File: config.mk
export PLATFORM = sky130hd
export DESIGN_NAME = rom_burst_arbiter_flat
export DESIGN_NICKNAME = d
export VERILOG_FILES = /design/src/rtl/rom_burst_arbiter_pkg.sv /design/src/rtl/rom_burst_arbiter_if.sv /design/src/rtl/rom_burst_arbiter_rr_pick.sv /design/src/rtl/rom_burst_arbiter.sv /design/src/flat_wrapper.sv
export SDC_FILE = /design/constraint.sdc
export NUM_CORES = 1
export LEC_CHECK = 0
export CAP_MARGIN = 40
export CORE_MARGIN = 8
export CORE_UTILIZATION = 37
export DETAILED_ROUTE_END_ITERATION = 8
export PLACE_DENSITY_LB_ADDON = 0.25
export SETUP_SLACK_MARGIN = 0.4
export SLEW_MARGIN = 20
export SYNTH_ARGS = -nofsm -noshare
export SYNTH_HDL_FRONTEND = slang
export SYNTH_SLANG_ARGS = --single-unit
File: constraint.sdc
create_clock -name clk -period 2.4 [get_ports clk]
set_clock_uncertainty 0.1 [all_clocks]
set_input_delay 0.48 -clock clk [delete_from_list [all_inputs] [get_ports clk]]
set_output_delay 0.48 -clock clk [all_outputs]
set_load 0.02 [all_outputs]
File: src/rtl/rom_burst_arbiter_pkg.sv
// Shared types and constants for the ROM burst arbiter.
package rom_arb_pkg;

  localparam int unsigned NREQ      = 2;
  localparam int unsigned ROM_WIDTH = 32;
  localparam int unsigned ROM_DEPTH = 8;
  localparam int unsigned ROM_LEN_W = 4;

  typedef enum logic [0:0] {
    IDLE  = 1'b0,
    BURST = 1'b1
  } state_t;

  typedef logic owner_t;

endpackage

File: src/rtl/rom_burst_arbiter_if.sv
// Requester-side bus: two burst request channels and a shared response channel.
interface rom_burst_arbiter_if #(
  parameter int unsigned WIDTH = rom_arb_pkg::ROM_WIDTH,
  parameter int unsigned DEPTH = rom_arb_pkg::ROM_DEPTH,
  parameter int unsigned LEN_W = rom_arb_pkg::ROM_LEN_W
);

  logic             req0;
  logic             req1;
  logic [DEPTH-1:0] addr0;
  logic [DEPTH-1:0] addr1;
  logic [LEN_W-1:0] len0;
  logic [LEN_W-1:0] len1;
  logic             gnt0;
  logic             gnt1;
  logic             rvalid0;
  logic             rvalid1;
  logic             rlast;
  logic [WIDTH-1:0] rdata;
  logic             busy;

  modport master (
    output req0, req1, addr0, addr1, len0, len1,
    input  gnt0, gnt1, rvalid0, rvalid1, rlast, rdata, busy
  );

  modport slave (
    input  req0, req1, addr0, addr1, len0, len1,
    output gnt0, gnt1, rvalid0, rvalid1, rlast, rdata, busy
  );

endinterface

File: src/rtl/rom_burst_arbiter_rr_pick.sv
// Two-way round-robin choice: rr_ptr breaks ties, a lone requester always wins.
module rom_rr_pick
  import rom_arb_pkg::*;
(
  input  logic [NREQ-1:0] req,
  input  owner_t          rr_ptr,
  output logic [NREQ-1:0] gnt
);

  // Pass a single request through; on contention grant the pointed-to requester.
  always_comb begin
    gnt = req;
    if (&req) begin
      gnt = rr_ptr ? 2'b10 : 2'b01;
    end
  end

endmodule

File: src/rtl/rom_burst_arbiter.sv
// Shares one synchronous ROM read port between two burst requesters.
module rom_burst_arbiter
  import rom_arb_pkg::*;
#(
  parameter int unsigned WIDTH = ROM_WIDTH,
  parameter int unsigned DEPTH = ROM_DEPTH,
  parameter int unsigned LEN_W = ROM_LEN_W
) (
  input  logic                clk,
  input  logic                rst,
  rom_burst_arbiter_if.slave  bus,
  output logic                rom_re,
  output logic [DEPTH-1:0]    rom_addr,
  input  logic [WIDTH-1:0]    rom_dataout
);

  state_t           state;
  state_t           state_nxt;
  logic [DEPTH-1:0] cur_addr;
  logic [LEN_W-1:0] remaining;
  owner_t           owner;
  owner_t           rr_ptr;
  owner_t           winner;
  logic [NREQ-1:0]  pick;
  logic [NREQ-1:0]  gnt;
  logic [NREQ-1:0]  rvalid;
  logic             accept;
  logic             last_beat;
  logic             busy;
  logic             rlast;

  rom_rr_pick u_pick (
    .req    ({bus.req1, bus.req0}),
    .rr_ptr (rr_ptr),
    .gnt    (pick)
  );

  assign winner = owner_t'(pick[1]);
  assign accept = (state == IDLE) && (|pick);

  // State register.
  always_ff @(posedge clk or posedge rst) begin
    if (rst) begin
      state <= IDLE;
    end else begin
      state <= state_nxt;
    end
  end

  // Next state: leave IDLE on any request, leave BURST after the final beat.
  always_comb begin
    state_nxt = state;
    case (state)
      IDLE:    if (|pick) state_nxt = BURST;
      BURST:   if (remaining == '0) state_nxt = IDLE;
      default: state_nxt = IDLE;
    endcase
  end

  // Outputs decoded from state; grants are held off while reset is asserted.
  always_comb begin
    gnt       = '0;
    rom_re    = 1'b0;
    rom_addr  = '0;
    busy      = 1'b0;
    last_beat = 1'b0;
    case (state)
      IDLE: begin
        if (!rst) gnt = pick;
      end
      BURST: begin
        rom_re    = 1'b1;
        rom_addr  = cur_addr;
        busy      = 1'b1;
        last_beat = (remaining == '0);
      end
      default: ;
    endcase
  end

  // Burst capture on accept, then address/length stepping once per beat.
  always_ff @(posedge clk or posedge rst) begin
    if (rst) begin
      cur_addr  <= '0;
      remaining <= '0;
      owner     <= 1'b0;
      rr_ptr    <= 1'b0;
    end else if (accept) begin
      cur_addr  <= winner ? bus.addr1 : bus.addr0;
      remaining <= winner ? bus.len1 : bus.len0;
      owner     <= winner;
      rr_ptr    <= ~winner;
    end else if (state == BURST) begin
      cur_addr  <= DEPTH'(cur_addr + 1'b1);
      remaining <= LEN_W'(remaining - 1'b1);
    end
  end

  // Response pipeline: one cycle behind the ROM read enable, steered to the owner.
  always_ff @(posedge clk or posedge rst) begin
    if (rst) begin
      rvalid <= '0;
      rlast  <= 1'b0;
    end else begin
      rvalid <= rom_re ? (owner ? 2'b10 : 2'b01) : 2'b00;
      rlast  <= last_beat;
    end
  end

  assign bus.gnt0    = gnt[0];
  assign bus.gnt1    = gnt[1];
  assign bus.rvalid0 = rvalid[0];
  assign bus.rvalid1 = rvalid[1];
  assign bus.rlast   = rlast;
  assign bus.busy    = busy;
  assign bus.rdata   = (|rvalid) ? rom_dataout : '0;

endmodule

File: src/flat_wrapper.sv
// flat-port wrapper written by rule: the top's interface ports become plain ports
module rom_burst_arbiter_flat import rom_arb_pkg::*;
#(
  parameter int unsigned WIDTH = ROM_WIDTH,
  parameter int unsigned DEPTH = ROM_DEPTH,
  parameter int unsigned LEN_W = ROM_LEN_W
)
  (clk, rst, rom_re, rom_addr, rom_dataout, bus_req0, bus_req1, bus_addr0, bus_addr1, bus_len0, bus_len1, bus_gnt0, bus_gnt1, bus_rvalid0, bus_rvalid1, bus_rlast, bus_rdata, bus_busy);
  rom_burst_arbiter_if #(.WIDTH(WIDTH), .DEPTH(DEPTH), .LEN_W(LEN_W)) bus_i ();
  input  logic clk;
  input  logic rst;
  output logic rom_re;
  output logic [DEPTH-1:0] rom_addr;
  input  logic [WIDTH-1:0] rom_dataout;
  input wire logic [$bits(bus_i.req0)-1:0] bus_req0;
  input wire logic [$bits(bus_i.req1)-1:0] bus_req1;
  input wire logic [$bits(bus_i.addr0)-1:0] bus_addr0;
  input wire logic [$bits(bus_i.addr1)-1:0] bus_addr1;
  input wire logic [$bits(bus_i.len0)-1:0] bus_len0;
  input wire logic [$bits(bus_i.len1)-1:0] bus_len1;
  output wire logic [$bits(bus_i.gnt0)-1:0] bus_gnt0;
  output wire logic [$bits(bus_i.gnt1)-1:0] bus_gnt1;
  output wire logic [$bits(bus_i.rvalid0)-1:0] bus_rvalid0;
  output wire logic [$bits(bus_i.rvalid1)-1:0] bus_rvalid1;
  output wire logic [$bits(bus_i.rlast)-1:0] bus_rlast;
  output wire logic [$bits(bus_i.rdata)-1:0] bus_rdata;
  output wire logic [$bits(bus_i.busy)-1:0] bus_busy;
  assign bus_i.req0 = bus_req0;
  assign bus_i.req1 = bus_req1;
  assign bus_i.addr0 = bus_addr0;
  assign bus_i.addr1 = bus_addr1;
  assign bus_i.len0 = bus_len0;
  assign bus_i.len1 = bus_len1;
  assign bus_gnt0 = bus_i.gnt0;
  assign bus_gnt1 = bus_i.gnt1;
  assign bus_rvalid0 = bus_i.rvalid0;
  assign bus_rvalid1 = bus_i.rvalid1;
  assign bus_rlast = bus_i.rlast;
  assign bus_rdata = bus_i.rdata;
  assign bus_busy = bus_i.busy;
  rom_burst_arbiter #(.WIDTH(WIDTH), .DEPTH(DEPTH), .LEN_W(LEN_W)) u_core (.clk(clk), .rst(rst), .bus(bus_i), .rom_re(rom_re), .rom_addr(rom_addr), .rom_dataout(rom_dataout));
endmodule
==> results.cfg <==
[synth]
synth-seq-cells = 18
syn-instance-count = 186
netlist_top_cells_area = dfrtp_1 (31%), nor2b_1 (15%), a21oi_1 (5.2%)
avgSynthCellArea_um2 = 7.79
synth_edf_count = 0
synthFlopType = dfrtp_1
syn-num-nets = 249
postSynth.asyncResetShare = 1.00
synth.yosys.warnings = 0
yosysUniqueCellTypes = 34
yosysTopAreaCellShare = 0.311
syn_area_mm2 = 0.00145
ys_seq_area_frac = 0.311
synth_top_area_cell = dfrtp_1

[sta]
period_share = 0.822
worst_slew_margin_rel = 0.533
maxSlewViolCount = 0
rsz0062_at_grt = no
setup_tns_ns = 0
whs_ns = 0.335
finalCriticalPeriod_ns = 1.97
worst_pin_slew_ns = 0.699
setup_viol = 0
finalHoldViolCount = 0
fmax_mhz = 507

[setup_path]
critPathBufInv = 2
slowest_stage = clkdlybuf4s50_1
rrSetupSlack_ns = 0.59
critPathMaxFanout = 1
worstSetupPathType = in2out
endpoint_kind = primary output
max_stage_delay_ns = 0.45
cp_cell_sequence = clkdlybuf4s50_1 > nor2b_1 > dlygate4sd2_1
cp-start-kind = input port
cp.arrival_ns = 1.39
critPathRequiredTime_ns = 1.82
path_delay_family = buffers and inverters

[flow_run]
maxCapViolCount = 0

[power_and_ir_drop]
p_clk_frac = 0.078
switchingPower_mw = 1.30
cellPowerDensity_mw_per_mm2 = 1050
peakVddDrop_mv = 0.581
leakage_nw = 1.14
pwr-share-seq = 0.234
combPwrFrac = 0.688
p_int_mw = 1.38
swShare = 0.486

[routing]
ant_nets = 0
drt-total-wl_um = 5960
first_pass_iters = 4
vias_per_cell = 5.04
drt_iter0_markers = 83
via_count = 1717
drt-wirelength-per-cell_um = 17.5
remaining_drc_errors = 0

[floorplanning]
core_mm2 = 0.00372
die_y_um = 78.6
start_util = 0.390
dieArea_mm2 = 0.00617
die_x_um = 78.6
ios = 107
row_count = 22

[global_route]
antenna_found_initial = 0
gr-total-overflow = 0
grt_max_degree = 33
grt_pass1_wl_um = 9450
grtUsageTotal = 0.188
grt_pass1_vias = 1645

[cts]
clk_pin_slew_ns = 0.07
clk_latency_ns = 0.25
cts_max_level = 1
clock-sinks = 18
cts_made_buffers = 3
ctsHoldBuffers = 0
cts_tree = yes
clk_root_buffer_cell = clkbuf_8
clk_path_buf_depth = 2

[final_layout]
n_antenna_cell = 0
area_delta_synth_final_pct = 76.3
final_layout_size_suffix_gt1_frac = 0.126
final_cells = 341
post-route-util = 0.688
nNetsFinal = 358

[min_path]
hold_class = reg2reg

[place]
placed_cells = 337
post-dp-hpwl_um = 4910
place.gp.congestion = 0.796
port-buffer-count = 106

[run_status]
status = complete, no violations
==> final cells by class <==
cell class | instances | area (um^2)
Clock buffer | 3 | 41.3
Inverter | 9 | 33.8
Tap cell | 48 | 60.1
Timing Repair Buffer | 118 | 1070
Sequential cell | 18 | 452
Multi-Input combinational cell | 145 | 896
Fill cell | 346 | 1160
==> metrics by stage <==
step	power, mW	setup WS [ns]	area, um^2
final	2.68	0.426	2550
after detailed placement	2.66	-0.179	2600
after floorplan	1.70	0.323	1450
after CTS	2.69	0.187	2580
after global routing	2.88	0.401	2550
after global placement	2.61	-0.176	2600
==> flip-flops by register name, indices dropped and copies added, names as in the netlist <==
register,cells
u_core.state,1
u_core.cur_addr,8
u_core.rr_ptr,1
u_core.bus.rlast,1
u_core.owner,1
u_core.remaining,4
u_core.rvalid,2
==> path summary, 6_finish.rpt <==
| check | start | end | depth (start not counted) |
|---|---|---|---|
| setup / recovery | rom_dataout[13] | bus_rdata[13] | 3 |
| hold / removal | u_core.owner | u_core.rvalid[0] | 1 |
| setup reg to reg | u_core.state | u_core.cur_addr[7] | 5 |
| hold reg to reg | u_core.owner | u_core.rvalid[0] | 1 |
| max in group asynchronous | rst | u_core.state | 2 |
| min in group asynchronous | rst | u_core.bus.rlast | 2 |
==> cell families (layout without fill, tap and decap cells) <==
group           after synthesis  after routing  synth area share
mux                           2              2            0.0138
buf+inv                      23            130            0.0725
xor+xnor                      5              5            0.0302
flops                        18             18             0.311
simple gates                 97             97             0.364
fa+ha+maj                     3              3            0.0259
compound gates               38             38             0.183
==> repair_timing <==
item                       CTS  global route
setup endpoints to repair   47            31
hold endpoints to repair     0             0
setup buffers                0             1
resized for setup           53            39
==> cells in the mapped netlist (all sizes together), types with 5 or more instances <==
library cell,instances
and2,8
inv,9
clkbuf,6
dfrtp,18
nor2,19
buf,8
nand2,10
a2111oi,8
and3,5
nor3,5
a21oi,15
nor2b,34
nand2b,9
==> power by group through the flow <==
| stage | combinational (mW) | clock, mW | sequential, mW |
|---|---|---|---|
| final | 1.84 | 0.208 | 0.627 |
| after global routing | 2.00 | 0.226 | 0.647 |
| after CTS | 1.85 | 0.208 | 0.625 |
| after detailed placement | 2.03 | 0 | 0.628 |
| after global placement | 1.99 | 0 | 0.621 |
| after floorplan | 1.09 | 0 | 0.609 |
==> cells in the final DEF, fill, tap and decap left out, drive strengths merged, types with 2 or more instances in the layout <==
master,n
a2111oi,8
a211oi,2
a21oi,15
a221oi,2
a31oi,2
and2,8
and3,5
buf,13
clkbuf,17
clkdlybuf4s15,10
clkdlybuf4s50,62
dfrtp,18
dlygate4sd2,18
ha,3
inv,9
mux2i,2
nand2,10
nand2b,9
nand3,4
nor2,19
nor2b,34
nor3,5
o21ai,2
o22ai,2
xnor2,2
xor2,3
==> per-layer routing <==
layer	part of all wire	routed length [um]	up-vias	GRT usage
met3	0.060	355	2	0.0421
met4	0.0013	8	0	0.0111
met2	0.49	2930	56	0.316
li1	-	-	846	-
met5	0	0	-	0
met1	0.45	2660	813	0.248
Note: power is estimated with default switching activity, not from simulation.
